**src/rtl/pipeline_pkg.sv**
```systemverilog
// Shared pipeline definitions: opcode constants, hazard-controller FSM encoding and operand-use decode.
package pipeline_pkg;

   localparam int unsigned OPCODE_W = 6;
   localparam int unsigned REG_W    = 5;

   typedef logic [OPCODE_W-1:0] opcode_t;
   typedef logic [REG_W-1:0]    reg_idx_t;

   localparam opcode_t RTYPE = 6'h00;
   localparam opcode_t J     = 6'h02;
   localparam opcode_t JAL   = 6'h03;
   localparam opcode_t BEQ   = 6'h04;
   localparam opcode_t BNE   = 6'h05;
   localparam opcode_t LW    = 6'h23;
   localparam opcode_t SW    = 6'h2B;

   typedef enum logic {
      RUN      = 1'b0,
      MEM_WAIT = 1'b1
   } state_t;

   function automatic logic is_mem(input opcode_t op);
      return (op == LW) || (op == SW);
   endfunction

   function automatic logic rs_used(input opcode_t op);
      return !((op == J) || (op == JAL));
   endfunction

   function automatic logic rt_used(input opcode_t op);
      return (op == RTYPE) || (op == SW) || (op == BEQ) || (op == BNE);
   endfunction

endpackage

```
**src/rtl/pipeline_hazard_controller_if.sv**
```systemverilog
// Stage-status inputs and pipeline-register controls between the datapath and the hazard controller.
interface pipeline_hazard_controller_if #(
   parameter int unsigned PERF_W = 16
);

   pipeline_pkg::opcode_t  id_opcode;
   pipeline_pkg::reg_idx_t id_rs;
   pipeline_pkg::reg_idx_t id_rt;
   pipeline_pkg::opcode_t  ex_opcode;
   pipeline_pkg::reg_idx_t ex_rd;
   logic                   ex_reg_write;
   logic                   ex_branch_taken;
   pipeline_pkg::opcode_t  mem_opcode;
   pipeline_pkg::reg_idx_t mem_rd;
   logic                   mem_reg_write;
   logic                   mem_ready;

   logic                   mem_req;
   logic                   pc_en;
   logic                   ifid_en;
   logic                   idex_en;
   logic                   exmem_en;
   logic                   ifid_flush;
   logic                   idex_flush;
   logic                   memwb_bubble;
   logic                   mem_err;
   logic [PERF_W-1:0]      stall_cycles;

   modport master (
      output id_opcode, id_rs, id_rt, ex_opcode, ex_rd, ex_reg_write, ex_branch_taken,
             mem_opcode, mem_rd, mem_reg_write, mem_ready,
      input  mem_req, pc_en, ifid_en, idex_en, exmem_en, ifid_flush, idex_flush,
             memwb_bubble, mem_err, stall_cycles
   );

   modport slave (
      input  id_opcode, id_rs, id_rt, ex_opcode, ex_rd, ex_reg_write, ex_branch_taken,
             mem_opcode, mem_rd, mem_reg_write, mem_ready,
      output mem_req, pc_en, ifid_en, idex_en, exmem_en, ifid_flush, idex_flush,
             memwb_bubble, mem_err, stall_cycles
   );

endinterface

```
**src/rtl/hazard_detect.sv**
```systemverilog
// Combinational RAW comparator for the instruction in ID.
// FORWARD_EN defined: only a load in EX stalls; undefined: any pending write in EX or MEM stalls.
module hazard_detect
   import pipeline_pkg::*;
(
   input  opcode_t  id_opcode,
   input  reg_idx_t id_rs,
   input  reg_idx_t id_rt,
   input  opcode_t  ex_opcode,
   input  reg_idx_t ex_rd,
   input  logic     ex_reg_write,
   input  reg_idx_t mem_rd,
   input  logic     mem_reg_write,
   output logic     stall_c
);

   logic rs_use;
   logic rt_use;
   logic ex_match;
   logic mem_match;

   assign rs_use = rs_used(id_opcode);
   assign rt_use = rt_used(id_opcode);

   // r0 is hardwired, so a write to it never creates a dependency
   assign ex_match  = (ex_rd != '0) &&
                      ((rs_use && (ex_rd == id_rs)) || (rt_use && (ex_rd == id_rt)));
   assign mem_match = (mem_rd != '0) &&
                      ((rs_use && (mem_rd == id_rs)) || (rt_use && (mem_rd == id_rt)));

`ifdef FORWARD_EN
   assign stall_c = ex_reg_write && ex_match && (ex_opcode == LW);

   logic unused_mem;
   assign unused_mem = mem_reg_write ^ mem_match;
`else
   assign stall_c = (ex_reg_write && ex_match) || (mem_reg_write && mem_match);

   logic unused_ex_op;
   assign unused_ex_op = ^ex_opcode;
`endif

endmodule

```
**src/rtl/pipeline_hazard_controller.sv**
```systemverilog
// Central stall/flush sequencer: memory-wait FSM with timeout, branch squash, RAW stalls, stall counter.
// Build option FORWARD_EN (in hazard_detect) narrows stalls to load-use only.
module pipeline_hazard_controller
   import pipeline_pkg::*;
#(
   parameter int unsigned WAIT_W      = 8,
   parameter int unsigned MEM_TIMEOUT = 200,
   parameter int unsigned PERF_W      = 16
) (
   input logic                         clk,
   input logic                         reset,
   pipeline_hazard_controller_if.slave bus
);

   state_t            state_q;
   state_t            state_d;
   logic [WAIT_W-1:0] wait_q;
   logic [WAIT_W-1:0] wait_d;
   logic              err_q;
   logic              err_d;
   logic [PERF_W-1:0] stall_q;

   logic              freeze;
   logic              load_use_c;
   logic              req;
   logic              pc_en;
   logic              ifid_en;
   logic              idex_en;
   logic              exmem_en;
   logic              ifid_flush;
   logic              idex_flush;
   logic              memwb_bubble;

   hazard_detect u_hazard_detect (
      .id_opcode     (bus.id_opcode),
      .id_rs         (bus.id_rs),
      .id_rt         (bus.id_rt),
      .ex_opcode     (bus.ex_opcode),
      .ex_rd         (bus.ex_rd),
      .ex_reg_write  (bus.ex_reg_write),
      .mem_rd        (bus.mem_rd),
      .mem_reg_write (bus.mem_reg_write),
      .stall_c       (load_use_c)
   );

   // State register and wait/error bookkeeping
   always_ff @(posedge clk) begin
      if (!reset) begin
         state_q <= RUN;
         wait_q  <= '0;
         err_q   <= 1'b0;
      end else begin
         state_q <= state_d;
         wait_q  <= wait_d;
         err_q   <= err_d;
      end
   end

   // Next state and same-cycle pipeline controls
   always_comb begin
      state_d      = state_q;
      wait_d       = wait_q;
      err_d        = err_q;
      freeze       = 1'b0;
      req          = 1'b0;
      pc_en        = 1'b1;
      ifid_en      = 1'b1;
      idex_en      = 1'b1;
      exmem_en     = 1'b1;
      ifid_flush   = 1'b0;
      idex_flush   = 1'b0;
      memwb_bubble = 1'b0;

      case (state_q)
         RUN: begin
            req = is_mem(bus.mem_opcode);
            if (req && !bus.mem_ready) begin
               freeze  = 1'b1;
               state_d = MEM_WAIT;
               wait_d  = WAIT_W'(1);
            end
         end
         MEM_WAIT: begin
            req = 1'b1;
            if (bus.mem_ready) begin
               state_d = RUN;
               wait_d  = '0;
            end else if (wait_q == WAIT_W'(MEM_TIMEOUT)) begin
               // abandon the access and let the pipeline move on as if it had completed
               err_d   = 1'b1;
               state_d = RUN;
               wait_d  = '0;
            end else begin
               freeze  = 1'b1;
               wait_d  = wait_q + WAIT_W'(1);
            end
         end
         default: state_d = RUN;
      endcase

      if (freeze) begin
         pc_en        = 1'b0;
         ifid_en      = 1'b0;
         idex_en      = 1'b0;
         exmem_en     = 1'b0;
         memwb_bubble = 1'b1;
      end else if (bus.ex_branch_taken) begin
         ifid_flush = 1'b1;
         idex_flush = 1'b1;
      end else if (load_use_c) begin
         pc_en      = 1'b0;
         ifid_en    = 1'b0;
         idex_flush = 1'b1;
      end

      if (!reset) begin
         req          = 1'b0;
         pc_en        = 1'b0;
         ifid_en      = 1'b0;
         idex_en      = 1'b0;
         exmem_en     = 1'b0;
         ifid_flush   = 1'b1;
         idex_flush   = 1'b1;
         memwb_bubble = 1'b1;
      end
   end

   // Saturating count of cycles in which the PC is held
   always_ff @(posedge clk) begin
      if (!reset) begin
         stall_q <= '0;
      end else if (!pc_en && (stall_q != '1)) begin
         stall_q <= stall_q + PERF_W'(1);
      end
   end

   assign bus.mem_req      = req;
   assign bus.pc_en        = pc_en;
   assign bus.ifid_en      = ifid_en;
   assign bus.idex_en      = idex_en;
   assign bus.exmem_en     = exmem_en;
   assign bus.ifid_flush   = ifid_flush;
   assign bus.idex_flush   = idex_flush;
   assign bus.memwb_bubble = memwb_bubble;
   assign bus.mem_err      = err_q;
   assign bus.stall_cycles = stall_q;

endmodule
```
**src/flat_wrapper.sv**
```systemverilog
// flat-port wrapper written by rule: the top's interface ports become plain ports
module pipeline_hazard_controller_flat import pipeline_pkg::*;
#(
   parameter int unsigned WAIT_W      = 8,
   parameter int unsigned MEM_TIMEOUT = 200,
   parameter int unsigned PERF_W      = 16
)
  (clk, reset, bus_id_opcode, bus_id_rs, bus_id_rt, bus_ex_opcode, bus_ex_rd, bus_ex_reg_write, bus_ex_branch_taken, bus_mem_opcode, bus_mem_rd, bus_mem_reg_write, bus_mem_ready, bus_mem_req, bus_pc_en, bus_ifid_en, bus_idex_en, bus_exmem_en, bus_ifid_flush, bus_idex_flush, bus_memwb_bubble, bus_mem_err, bus_stall_cycles);
  pipeline_hazard_controller_if #(.PERF_W(PERF_W)) bus_i ();
  input logic clk;
  input logic reset;
  input wire logic [$bits(bus_i.id_opcode)-1:0] bus_id_opcode;
  input wire logic [$bits(bus_i.id_rs)-1:0] bus_id_rs;
  input wire logic [$bits(bus_i.id_rt)-1:0] bus_id_rt;
  input wire logic [$bits(bus_i.ex_opcode)-1:0] bus_ex_opcode;
  input wire logic [$bits(bus_i.ex_rd)-1:0] bus_ex_rd;
  input wire logic [$bits(bus_i.ex_reg_write)-1:0] bus_ex_reg_write;
  input wire logic [$bits(bus_i.ex_branch_taken)-1:0] bus_ex_branch_taken;
  input wire logic [$bits(bus_i.mem_opcode)-1:0] bus_mem_opcode;
  input wire logic [$bits(bus_i.mem_rd)-1:0] bus_mem_rd;
  input wire logic [$bits(bus_i.mem_reg_write)-1:0] bus_mem_reg_write;
  input wire logic [$bits(bus_i.mem_ready)-1:0] bus_mem_ready;
  output wire logic [$bits(bus_i.mem_req)-1:0] bus_mem_req;
  output wire logic [$bits(bus_i.pc_en)-1:0] bus_pc_en;
  output wire logic [$bits(bus_i.ifid_en)-1:0] bus_ifid_en;
  output wire logic [$bits(bus_i.idex_en)-1:0] bus_idex_en;
  output wire logic [$bits(bus_i.exmem_en)-1:0] bus_exmem_en;
  output wire logic [$bits(bus_i.ifid_flush)-1:0] bus_ifid_flush;
  output wire logic [$bits(bus_i.idex_flush)-1:0] bus_idex_flush;
  output wire logic [$bits(bus_i.memwb_bubble)-1:0] bus_memwb_bubble;
  output wire logic [$bits(bus_i.mem_err)-1:0] bus_mem_err;
  output wire logic [$bits(bus_i.stall_cycles)-1:0] bus_stall_cycles;
  assign bus_i.id_opcode = bus_id_opcode;
  assign bus_i.id_rs = bus_id_rs;
  assign bus_i.id_rt = bus_id_rt;
  assign bus_i.ex_opcode = bus_ex_opcode;
  assign bus_i.ex_rd = bus_ex_rd;
  assign bus_i.ex_reg_write = bus_ex_reg_write;
  assign bus_i.ex_branch_taken = bus_ex_branch_taken;
  assign bus_i.mem_opcode = bus_mem_opcode;
  assign bus_i.mem_rd = bus_mem_rd;
  assign bus_i.mem_reg_write = bus_mem_reg_write;
  assign bus_i.mem_ready = bus_mem_ready;
  assign bus_mem_req = bus_i.mem_req;
  assign bus_pc_en = bus_i.pc_en;
  assign bus_ifid_en = bus_i.ifid_en;
  assign bus_idex_en = bus_i.idex_en;
  assign bus_exmem_en = bus_i.exmem_en;
  assign bus_ifid_flush = bus_i.ifid_flush;
  assign bus_idex_flush = bus_i.idex_flush;
  assign bus_memwb_bubble = bus_i.memwb_bubble;
  assign bus_mem_err = bus_i.mem_err;
  assign bus_stall_cycles = bus_i.stall_cycles;
  pipeline_hazard_controller #(.WAIT_W(WAIT_W), .MEM_TIMEOUT(MEM_TIMEOUT), .PERF_W(PERF_W)) u_core (.clk(clk), .reset(reset), .bus(bus_i));
endmodule
```
**config.mk**
```make
export PLATFORM = sky130hd
export DESIGN_NAME = pipeline_hazard_controller_flat
export DESIGN_NICKNAME = d
export VERILOG_FILES = /design/src/rtl/pipeline_pkg.sv /design/src/rtl/pipeline_hazard_controller_if.sv /design/src/rtl/hazard_detect.sv /design/src/rtl/pipeline_hazard_controller.sv /design/src/flat_wrapper.sv
export SDC_FILE = /design/constraint.sdc
export NUM_CORES = 1
export LEC_CHECK = 0
export ABC_AREA = 1
export CORE_UTILIZATION = 47
export CTS_BUF_LIST = sky130_fd_sc_hd__clkbuf_8
export DETAILED_ROUTE_END_ITERATION = 12
export GPL_ROUTABILITY_DRIVEN = 0
export PLACE_DENSITY = 0.83
export SLEW_MARGIN = 20
export SYNTH_ARGS = -nofsm -noshare
export SYNTH_HDL_FRONTEND = slang
export SYNTH_SLANG_ARGS = --single-unit
```
**constraint.sdc**
```tcl
create_clock -name clk -period 2.9 [get_ports clk]
set_clock_uncertainty 0.15 [all_clocks]
set_input_delay 0.58 -clock clk [delete_from_list [all_inputs] [get_ports clk]]
set_output_delay 0.58 -clock clk [all_outputs]
set_load 0.1 [all_outputs]
```
Word-level counts from Yosys, hierarchy flattened
Cells that the tools add are included.
{ "word_totals": {"n_memories": 0, "word_cells": 72, "register_bits": 26, "mem_bits_ro": 0, "ramBits": 0, "input_bits": 44, "latch_bits": 0} }
{ "op_classes": {"order_cmp": 0, "n_div": 0, "bitwise": 2, "add_sub_neg": 2, "n_mux": 25, "n_reduce_logical": 25, "n_eq_ne": 14, "shift": 0, "mul": 0} }
{ "op_table": {"columns": ["cell", "n"], "rows": [
  ["$mux 8", 3],
  ["$eq 5x5->1", 4],
  ["$mux 1", 19],
  ["$eq 6x6->1 const B", 3],
  ["$add 16x1->16 const B", 1],
  ["$ne 16x16->1 const B", 1],
  ["$pmux 8 s2", 1],
  ["$eq 6x2->1 const B", 2],
  ["$eq 6x3->1 const B", 2],
  ["$logic_and 1x1->1", 10],
  ["$reduce_bool 5->1", 2],
  ["$add 8x1->8 const B", 1],
  ["$eq 8x8->1 const B", 1],
  ["$logic_or 1x1->1", 8],
  ["$logic_not 6->1", 1],
  ["$pmux 1 s2", 2],
  ["$logic_not 1->1", 3],
  ["$reduce_and 3->1", 1],
  ["$ne 2x1->1 const B", 1],
  ["$not 1->1", 2]
]} }

Logic depth before layout (Yosys ltp)
Gate-level depths: netlist (run 1).
{ "depth": {"ltp_word": 15, "depth_mapped": 15} }

By module
From an unflattened synthesis (run 1), not the netlist that was laid out.
{ "unflattened": {"cells_unflattened": 319, "area_unflattened_um2": 2052.0} }
{ "modules_own_cells": {"columns": ["mod", "n_inst", "cells_each", "seq_area_each_um2", "area_per_inst_um2"], "rows": [
  ["pipeline_hazard_controller", 1, 242, 520.5, 1641.6],
  ["hazard_detect", 1, 77, 0.0, 410.4]
]} }

Worst setup path before layout (run 1)
Ideal clock, no wire load.
{ "synth_timing": {"kind": "input -> output", "start": "input port bus_ex_rd[1]", "end": "output port bus_idex_flush", "arrival_ns": 3.203, "stages": 9, "required_ns": 2.170, "setup_slack_ns": -1.033, "cell_sequence": "xnor2_1 -> nand2_1 -> nor2_1 -> nand2_1 -> nand2_1 -> nand2_1 -> nand2_1 -> nor2_1 -> o21ai_0"} }
{ "synth_between": {"elab_chain_len": 10, "elab_cells_between_ends": 13} }
{ "synth_rtl": {"columns": ["element", "line_no", "text"], "rows": [
  ["start, declared", "flat_wrapper.sv:16", "input wire logic [$bits(bus_i.ex_rd)-1:0] bus_ex_rd;"],
  ["$eq 5x5->1", "hazard_detect.sv:27", "((rs_use && (ex_rd == id_rs)) || (rt_use && (ex_rd == id_rt)));"],
  ["$logic_and 1x1->1", "hazard_detect.sv:27", null],
  ["$logic_or 1x1->1", "hazard_detect.sv:27", null],
  ["$logic_and 1x1->1 (*)", "hazard_detect.sv:26", "assign ex_match = (ex_rd != '0) &&"],
  ["$logic_and 1x1->1 (*)", "hazard_detect.sv:37", "assign stall_c = (ex_reg_write && ex_match) || (mem_reg_write && mem_match);"],
  ["$logic_or 1x1->1 (*)", "hazard_detect.sv:37", null],
  ["$mux 1 (*)", "pipeline_hazard_controller.sv:110", "end else if (load_use_c) begin"],
  ["$mux 1 (*)", "pipeline_hazard_controller.sv:107", "end else if (bus.ex_branch_taken) begin"],
  ["$mux 1 (*)", "pipeline_hazard_controller.sv:101", "if (freeze) begin"],
  ["$mux 1 (*)", "pipeline_hazard_controller.sv:116", "if (!reset) begin"],
  ["end, declared", "flat_wrapper.sv:29", "output wire logic [$bits(bus_i.idex_flush)-1:0] bus_idex_flush;"]
]} }
Mark *: on every way between the ends. The rest lies on a longest branch, timed or not.

Worst setup path after layout (run 1)
{ "layout_timing": {"start": "input port bus_mem_opcode[2]", "end": "output port bus_pc_en"} }
{ "layout_between": {"elab_chain_len": 7, "elab_cells_between_ends": 8} }
{ "layout_rtl": {"columns": ["element", "line_no", "text"], "rows": [
  ["start, declared", "flat_wrapper.sv:19", "input wire logic [$bits(bus_i.mem_opcode)-1:0] bus_mem_opcode;"],
  ["$eq 6x6->1", "pipeline_pkg.sv:24", "return (op == LW) || (op == SW);"],
  ["$logic_or 1x1->1 (*)", "pipeline_pkg.sv:24", null],
  ["$logic_and 1x1->1 (*)", "pipeline_hazard_controller.sv:77", "if (req && !bus.mem_ready) begin"],
  ["$mux 1 (*)", "pipeline_hazard_controller.sv:77", null],
  ["$pmux 1 s2 (*)", "pipeline_hazard_controller.sv:74", "case (state_q)"],
  ["$mux 1 (*)", "pipeline_hazard_controller.sv:101", null],
  ["$mux 1 (*)", "pipeline_hazard_controller.sv:116", null],
  ["end, declared", "flat_wrapper.sv:24", "output wire logic [$bits(bus_i.pc_en)-1:0] bus_pc_en;"]
]} }
Marks and branches as above.

==> impl_metrics.toml, run 1 <==
[status]
status = "complete, but fails checks"
violations = "design-rule violations"

[synthesis]
synthCells = 302
synth-main-ff-cell = "dfxtp_1"
avgSynthCellArea_um2 = 6.46
syn_area_um2 = 1950
async_flop_share = 0
yosys_warnings = 0
syn-num-nets = 349
synth_seq_cells = 26
synth_edf_count = 0
synthTopCellsByArea = "dfxtp_1, nand2_1, nand3_1"
synthDominantCellAreaShare = 0.267
synthDistinctLibCells = 31
yosys.area.top_type = "dfxtp_1"
ys_seq_area_frac = 0.267
synth_common_cells = "nand2_1, inv_1, nand3_1"
yosysMostFrequentCell = "nand2_1"

[setup_path]
required_ps = 2170
reg2reg_setup_slack_ps = 540
cp_cell_sequence = "clkdlybuf4s50_1 > nor3b_4 > nand4_1 > nand2_2 > inv_4 > nor2_4 > nor2_4 > nand2_2 > clkinvlp_4 > buf_12"
slowest_stage = "clkdlybuf4s50_1"
worstPathMaxFanout = 2
reg2reg_from = "u_core.wait_q[0]"
critPathCaptureType = "output port"
crit_arrival_ps = 2100
r2r_cells = 13
start_kind = "input port"
r2r_end = "u_core.bus.stall_cycles[5]"
crit_type = "in -> out"
max_stage_delay_ps = 440

[place]
dpl.hpwl_um = 3710
dpl.cell_count = 412
io_buffers = 61
postPlaceCellArea_um2 = 2680

[finish]
layout.nets = 415
final_layout_size_suffix_gt1_frac = 0.144
diodes = 0
area_delta_synth_final_pct = 44.2
finalNonFillerCells = 417
design_area_um2 = 2810

[global_routing]
grt_use_total = 0.226
grt_pass1_wl_um = 7840
grt_pass1_vias = 1854
grt_max_degree = 20
grt.overflow.total = 0
antenna_found_initial = 0

[timing]
max_freq_mhz = 354
maxSlewViolCount = 0
worst_slew_pin_slew_ps = 559
period_share = 0.974
relSlewSlack = 0.624
setup_viol = 0
final.setup.tns_ps = 0
post-route-min-period_ps = 2830
hold_viol_final = 0

[power]
p_int_w = 0.000648
p_leak_nw = 1.37
p_clk_frac = 0.333
power.switching_w = 0.000277
swShare = 0.299
sequentialPowerShare = 0.395
p_comb_frac = 0.272
vdd_drop_max_v = 0.000238
p_per_area_nw_per_um2 = 328

[floorplanning]
ios = 69
placementRows = 23
core_um2 = 4000
die_y_um = 66.4
floorplan.initialDensity = 0.488
die_area_um2 = 4410
die_w_um = 66.4

[route]
routed_wl_um = 4970
ant_nets = 0
dr_total_vias = 2120
drc_errors = 2
drt_first_pass_iters = 8
wl_per_cell_um = 11.9
vias_per_cell = 5.08
drt_iter0_drc = 156

[clocking]
cts_hold_buf = 0
cts-root-buf = "clkbuf_8"
cts.sinks = 26
clk_path_buf_depth = 2
cts.clk_slew.worst_paths_ps = 90
numCtsBuffers = 3
clk_latency_ps = 280
ctsHtreeMaxLevel = 1
cts_tree = "built"

[min_path]
min_from = "u_core.bus.mem_err"
hold_end = "u_core.bus.mem_err"
min_delay_path_depth = 2
hp-class = "reg -> reg"

[job]
maxCapViolCount = 0
[worst max-delay path by stage]
stage / depth (start not counted) / to / slack (ps) / start
final: 10 / bus_pc_en / 70 / bus_mem_opcode[2]
after global routing: 10 / bus_ifid_en / -0.9 / bus_mem_opcode[2]
after CTS: 13 / bus_pc_en / 5 / bus_mem_rd[2]
after detailed placement: 12 / bus_pc_en / -40 / bus_ex_rd[1]
after global placement: 12 / bus_ifid_en / 10 / bus_ex_rd[2]
after floorplan: 11 / bus_pc_en / -400 / bus_mem_opcode[5]
[power by group through the flow]
stage / registers, W / logic (W) / clock network [W]
final: 0.000365 / 0.000251 / 0.000308
after global routing: 0.000366 / 0.000268 / 0.000325
after CTS: 0.000365 / 0.000253 / 0.000313
after detailed placement: 0.000373 / 0.000255 / 0
after global placement: 0.000373 / 0.000251 / 0
after floorplan: 0.000393 / 0.000128 / 0
[cell usage in the layout, fill, tap and decap left out, types with 2 or more instances in the layout]
cell type / instances
xnor2_1: 12
clkdlybuf4s50_1: 8
a211oi_1: 2
nor4_1: 2
inv_1: 37
nor2_2: 3
nor2_1: 26
dlymetal6s2s_1: 23
buf_12: 9
a21oi_2: 2
buf_4: 24
dlygate4sd2_1: 5
o21ai_0: 5
nand4_1: 5
nand2_1: 75
nand2_2: 3
nand3_1: 30
clkbuf_8: 3
ha_1: 3
xor2_1: 16
nor2_4: 2
o21ai_1: 2
nor3_1: 9
and3_1: 2
dfxtp_1: 26
a21oi_1: 22
nand3b_1: 2
[critical path: cells and delay by family]
kind / cells / cell delay (ps)
simple gates: 6 / 690
buf+inv: 4 / 810
[flip-flops by register name, summed over array words and instances, names as in the netlist]
register                 count
u_core.bus.stall_cycles     16
u_core.wait_q                8
u_core.bus.mem_err           1
u_core.state_q               1
[cells by family (layout without fill, tap and decap cells)]
| logic type | count (synthesis) | count (layout) | synth area share |
|---|---|---|---|
| AND/OR/NAND/NOR | 162 | 162 | 0.375 |
| buffers and inverters | 47 | 112 | 0.106 |
| AO/OA/AOI/OAI | 36 | 36 | 0.107 |
| XOR/XNOR | 28 | 28 | 0.126 |
| flip-flops | 26 | 26 | 0.267 |
| adder cells (fa/ha/maj) | 3 | 3 | 0.0192 |
[routing by layer]
| metal | track usage | wire length, µm |
|---|---|---|
| met4 | 0.0585 | 58 |
| met5 | 0 | 0 |
| met3 | 0.0379 | 309 |
| met1 | 0.264 | 2100 |
| met2 | 0.421 | 2500 |
[through the flow]
step / total power [W] / hold WS, ps / util / worst slack [ps]
2_1_floorplan: 0.000521 / 294 / - / -404
6_report: 0.000924 / 314 / 0.703 / 74.7
5_1_grt: 0.000959 / 332 / 0.703 / -0.913
4_1_cts: 0.000931 / 322 / 0.686 / 5.35
3_3_place_gp: 0.000624 / 293 / 0.670 / 11.9
3_5_place_dp: 0.000628 / 308 / 0.670 / -35.7
[cell type report]
type / instances / area (µm²)
clock buffer: 3 / 41.3
clock inverter: 1 / 30.0
fill: 339 / 1190
inverter: 39 / 153
multi-input combinational: 229 / 1230
sequential: 26 / 520
tap: 50 / 62.6
timing repair buffer: 69 / 772
[what timing repair did]
action	4_1_cts	5_1_grt
buffers inserted	0	1
pin swaps	0	9
gates resized for setup	5	25
setup endpoints to repair	2	4
(Power assumes the default switching activity.)
==> run 2: changes to the inputs <==
- PLACE_DENSITY: 0.83 -> not set
- PLACE_DENSITY_LB_ADDON: not set -> 0.05
==> run 2 against run 1 <==
  * The flow now finishes without violations
  * First-iteration DRC count rose by 12%
  * Count of clock-buffer cells in the layout unchanged
  * Register-to-register slack improved by 70 ps
  * Clock power is 4% lower
  * Total power down 1.2%
  * Sequential cell count stayed put
  * Design area is 0.49% higher
  * Combinational power is essentially flat
  * Critical path depth unchanged
  * Sequential share of layout area decreased by 0.090 points
==> impl_metrics.toml, run 2 (same netlist as run 1, synthesis figures left out) <==
[place]
dpl.hpwl_um = 3830
pre_cts_ws_ps = -56.8
dpl.cell_count = 416
io_buffers = 61

[clocking]
cts-root-buf = "clkbuf_8"
cts.sinks = 26
cts_hold_buf = 0
cts_tree = "built"
cts_setup_buffers = 0
clk_path_buf_depth = 2
cts.clk_slew.worst_paths_ps = 90
ctsHtreeMaxLevel = 1
clk_latency_ps = 270
numCtsBuffers = 3

[timing]
worst_slew_pin_slew_ps = 519
setup_viol = 0
period_share = 0.978
rsz0062_at_grt = "no"
maxSlewViolCount = 0
final.setup.tns_ps = 0
max_freq_mhz = 353
setup_ws_ps = 64.5
hold_viol_final = 0
relSlewSlack = 0.651
post-route-min-period_ps = 2840

[route]
routed_wl_um = 4870
wl_met2_um = 2260
drc_errors = 0
dr_total_vias = 2154
wl_per_cell_um = 11.6
vias_per_cell = 5.13
ant_nets = 0
routed-wl-met3_um = 266
top_layer = "met4"
drt_iter0_drc = 175
drt_first_pass_iters = 5
wl_met1_um = 2290

[min_path]
hp-class = "reg -> reg"

[setup_path]
worst_path_most_repeated_cell = "nor2_4"
slowest_stage = "clkdlybuf4s50_1"
critPathCaptureType = "output port"
crit_arrival_ps = 2110
required_ps = 2170
cp_cell_sequence = "clkdlybuf4s50_1 > nor3b_4 > nand4_1 > nand2_2 > inv_4 > nor2_4 > nor2_4 > buf_4 > inv_2 > buf_12"
crit_type = "in -> out"
start_kind = "input port"
worstPathMaxFanout = 3
max_stage_delay_ps = 450

[finish]
layout_common_cells = "nand2_1, inv_1, nand3_1, buf_4, dfxtp_1"
layout.nets = 418
layout_commonest_cell = "nand2_1"
largest_reg_flops = 16
area_delta_synth_final_pct = 44.9
final_layout_size_suffix_gt1_frac = 0.159
diodes = 0
utilization = 0.707
finalNonFillerCells = 420

[floorplanning]
die_y_um = 66.4
ios = 69
core_um2 = 4000
die_w_um = 66.4
die_area_um2 = 4410
placementRows = 23
floorplan.initialDensity = 0.488

[global_routing]
grt_pass1_vias = 1854
antenna_found_initial = 0
grt_max_degree = 20
grt_pass1_wl_um = 8080
grt.overflow.total = 0
grt_use_total = 0.235

[power]
vdd_drop_max_v = 0.000292
p_leak_nw = 1.36
p_per_area_nw_per_um2 = 323

[job]
maxCapViolCount = 0

[status]
status = "finished clean"
[run 2: final cells by class]
| cell class | count | area [µm²] |
|---|---|---|
| Clock buffer | 3 | 41.3 |
| Tap cell | 50 | 62.6 |
| Inverter | 39 | 153 |
| Multi-Input combinational cell | 229 | 1240 |
| Fill cell | 344 | 1170 |
| Timing Repair Buffer | 72 | 776 |
| Sequential cell | 26 | 520 |
| Clock inverter | 1 | 30.0 |
[run 2: where the power goes]
part / total [W] / switching (W) / internal [W] / leakage (nW)
Combinational: 0.000251 / 0.000148 / 0.000103 / 1.11
Clock: 0.000297 / 0.000113 / 0.000185 / 0.0357
Sequential: 0.000365 / 0.00000504 / 0.000360 / 0.210
Total: 0.000913 / 0.000265 / 0.000648 / 1.36
[run 2: timing repair]
| action | in CTS | in global routing |
|---|---|---|
| resized for setup | 7 | 26 |
| setup endpoints to repair | 4 | 4 |
| pin swaps | 4 | 8 |
| cloned | 0 | 0 |
[run 2: layer usage]
metal  up-vias  global-route usage
met5         -                   0
met4         0              0.0452
met3         6              0.0448
met2        61               0.385
met1       977               0.317
li1       1110                   -
[run 2: metrics by stage]
| step | total power (W) | hold slack, ps | area, µm² |
|---|---|---|---|
| 2_1_floorplan | 0.000521 | 294 | 1980 |
| 3_3_place_gp | 0.000625 | 289 | 2700 |
| 3_5_place_dp | 0.000628 | 305 | 2700 |
| 4_1_cts | 0.000923 | 319 | 2760 |
| 5_1_grt | 0.000957 | 340 | 2830 |
| 6_report | 0.000913 | 312 | 2830 |
[run 2: worst paths after layout]
check                               end                from  depth (start not counted)  slack (ps)
max                    bus_memwb_bubble   bus_mem_opcode[5]                         10          60
min reg2reg          u_core.bus.mem_err  u_core.bus.mem_err                          2         310
max reg2reg  u_core.bus.stall_cycles[1]    u_core.wait_q[0]                         13         610
min                  u_core.bus.mem_err  u_core.bus.mem_err                          2         310
[run 2: critical path, delay by kind of cell]
kind,cells,cell delay (ps)
buf+inv,5,900
simple gates,5,620
==> run 3: changes to the inputs <==
- ABC_AREA: 1 -> not set
- CORE_UTILIZATION: 47 -> 45
==> run 3 against run 2 <==
  * The run now ends with negative setup slack left
  * Largest power group unchanged
  * Critical path depth decreased by 2
  * Die area down 9.2%
  * Maximum frequency shrank 4.4%
  * Sequential share of layout area rose by 0.53 points
==> impl_metrics.toml, run 3 <==
[status]
status = "complete, but fails checks"
violations = "negative setup slack"

[place]
io_buffers = 61
dpl.hpwl_um = 3560
pre_cts_ws_ps = -440

[route]
dr_total_vias = 1849
routed_wl_um = 4880
drt_first_pass_iters = 4
drc_errors = 0
drt_iter0_drc = 100
wl_per_cell_um = 14.5
ant_nets = 0
vias_per_cell = 5.50

[job]
maxCapViolCount = 0

[power]
vdd_drop_max_v = 0.000372
sequentialPowerShare = 0.390
swShare = 0.300
p_per_area_nw_per_um2 = 346
p_clk_frac = 0.318
p_comb_frac = 0.292
p_leak_nw = 1.03
power.switching_w = 0.000286
p_int_w = 0.000666

[floorplanning]
die_y_um = 63.3
core_um2 = 3470
floorplan.initialDensity = 0.488
die_w_um = 63.3
placementRows = 21
die_area_um2 = 4010
ios = 69

[setup_path]
r2r_end = "u_core.bus.stall_cycles[1]"
reg2reg_from = "u_core.wait_q[0]"
critPathCaptureType = "output port"
crit_start = "bus_mem_rd[2]"
r2r_cells = 12
start_kind = "input port"
crit_type = "in -> out"
crit_arrival_ps = 2230
required_ps = 2170
worstPathMaxFanout = 3
reg2reg_setup_slack_ps = 510

[global_routing]
grt_pass1_wl_um = 8050
grt.overflow.total = 0
grt_max_degree = 17
grt_use_total = 0.252
grt_pass1_vias = 1706
antenna_found_initial = 0

[synthesis]
synthDistinctLibCells = 42
synthDominantCellAreaShare = 0.308
synth-compound-area-share = 0.200
async_flop_share = 0
synth_seq_cells = 26
synth_top_family_by_area = "simple AND/OR/NAND/NOR gates"
synth-main-ff-cell = "dfxtp_1"
syn_area_um2 = 1690
synth-simple-area-share = 0.288
syn-num-nets = 258
synth-xor-area-share = 0.109
synth_fa_ha_area_frac = 0.0222
yosys_warnings = 0
synth_common_cells = "dfxtp_1, a21oi_1, nor2_1, xnor2_1"
ys_seq_area_frac = 0.308
synthCells = 211
avgSynthCellArea_um2 = 8.02
yosysMostFrequentCell = "dfxtp_1"
yosys.area.top_type = "dfxtp_1"
synth_edf_count = 0
synthTopCellsByArea = "dfxtp_1, xnor2_1, a21oi_1"
muxShareOfSynthArea = 0.0118

[timing]
period_share = 1.02
max_freq_mhz = 337
setup_ws_ps = -64.7
hold_viol_final = 0
rsz0062_at_grt = "yes"
whs_ps = 322
post-route-min-period_ps = 2960
maxSlewViolCount = 0
setup_viol = 2
relSlewSlack = 0.686
worst_slew_pin_slew_ps = 466

[clocking]
ctsHtreeMaxLevel = 1
clk_latency_ps = 280
cts_tree = "built"
cts.sinks = 26
cts-root-buf = "clkbuf_8"
cts.clk_slew.worst_paths_ps = 80
numCtsBuffers = 3
clk_path_buf_depth = 2

[finish]
utilization = 0.793
layout_commonest_cell = "buf_4"
seqCellArea_um2 = 520
largest_reg_flops = 16
layout_common_cells = "buf_4, dfxtp_1, a21oi_1, dlygate4sd2_1"
final_layout_size_suffix_gt1_frac = 0.283
fillerInstances = 261
multi_input_area_um2 = 1230
diodes = 0
area_delta_synth_final_pct = 62.5
layout.nets = 338

[min_path]
min_delay_path_depth = 1
min_from = "u_core.wait_q[7]"
hold_end = "u_core.wait_q[7]"
hp-class = "reg -> reg"
==> run 3: changes by cell type in the layout (fill, tap and decap cells not counted), sizes merged, moves of 9 or more <==
| cell | previous run | this run |
|---|---|---|
| xor2 | 16 | 7 |
| nand2 | 78 | 12 |
| nor2 | 31 | 14 |
| o31ai | 0 | 10 |
| buf | 36 | 51 |
| nand3 | 30 | 11 |
| dlymetal6s2s | 21 | 0 |
| or4 | 0 | 9 |
| dlygate4sd2 | 6 | 17 |
| inv | 38 | 10 |
==> run 3: layer usage <==
metal  vias to the layer above  global-route usage  wire length (µm)
met5                         -                   0                 0
met4                         0              0.0795                90
met3                         9              0.0308               210
met2                        52               0.409              2280
met1                       850               0.345              2300
li1                        938                   -                 -
==> run 3: worst max path at each step <==
stage,to,slack [ps],depth (start not counted)
after floorplan,bus_pc_en,-370,7
after global placement,bus_pc_en,-430,8
after detailed placement,bus_pc_en,-440,8
after CTS,bus_pc_en,-50,9
after global routing,bus_pc_en,-110,9
final,bus_pc_en,-60,8
==> run 3: final cells by class <==
cell class | count | area share
clock buffer | 3 | 0.0150
clock inverter | 1 | 0.0109
inverter | 12 | 0.0178
multi-input combinational | 165 | 0.449
sequential | 26 | 0.189
tap | 46 | 0.0209
timing repair buffer | 83 | 0.297
==> run 3: logic make-up after synthesis <==
group | after synthesis
AOI/OAI and AO/OA | 55
buffers and inverters | 20
and+or+nand+nor | 84
DFF | 26
muxes | 2
adders and majority gates | 3
xor gates and xnor gates | 21
==> run 3: what timing repair did <==
| item | in CTS | in global routing |
|---|---|---|
| buffers inserted | 2 | 2 |
| setup endpoints to repair | 15 | 14 |
| pin swaps | 20 | 10 |
| hold buffers | 0 | 0 |
| resized for setup | 57 | 9 |
==> run 3: through the flow <==
step                      cell area, µm²  instances  TNS [ps]  power (W)
after floorplan                     1770        211      -487   0.000527
final                               2750        336      -129   0.000952
after global routing                2750        336      -420   0.000990
after CTS                           2690        334     -90.1   0.000947
after detailed placement            2560        329     -6780   0.000646
after global placement              2560        329     -6400   0.000644
==> run 3: power by group through the flow <==
stage / registers [W] / logic (W) / clock network (W)
6_report: 0.000371 / 0.000278 / 0.000303
5_1_grt: 0.000372 / 0.000294 / 0.000324
4_1_cts: 0.000370 / 0.000270 / 0.000307
3_5_place_dp: 0.000379 / 0.000267 / 0
3_3_place_gp: 0.000379 / 0.000265 / 0
2_1_floorplan: 0.000399 / 0.000128 / 0
==> run 3: worst max-delay path, stage by stage <==
cell and delay (ps):
buf_8 100, or4_4 540, o21ai_4 190, nor4_2 80
o21ai_2 260, a21oi_4 100, nor2_4 180, buf_12 190
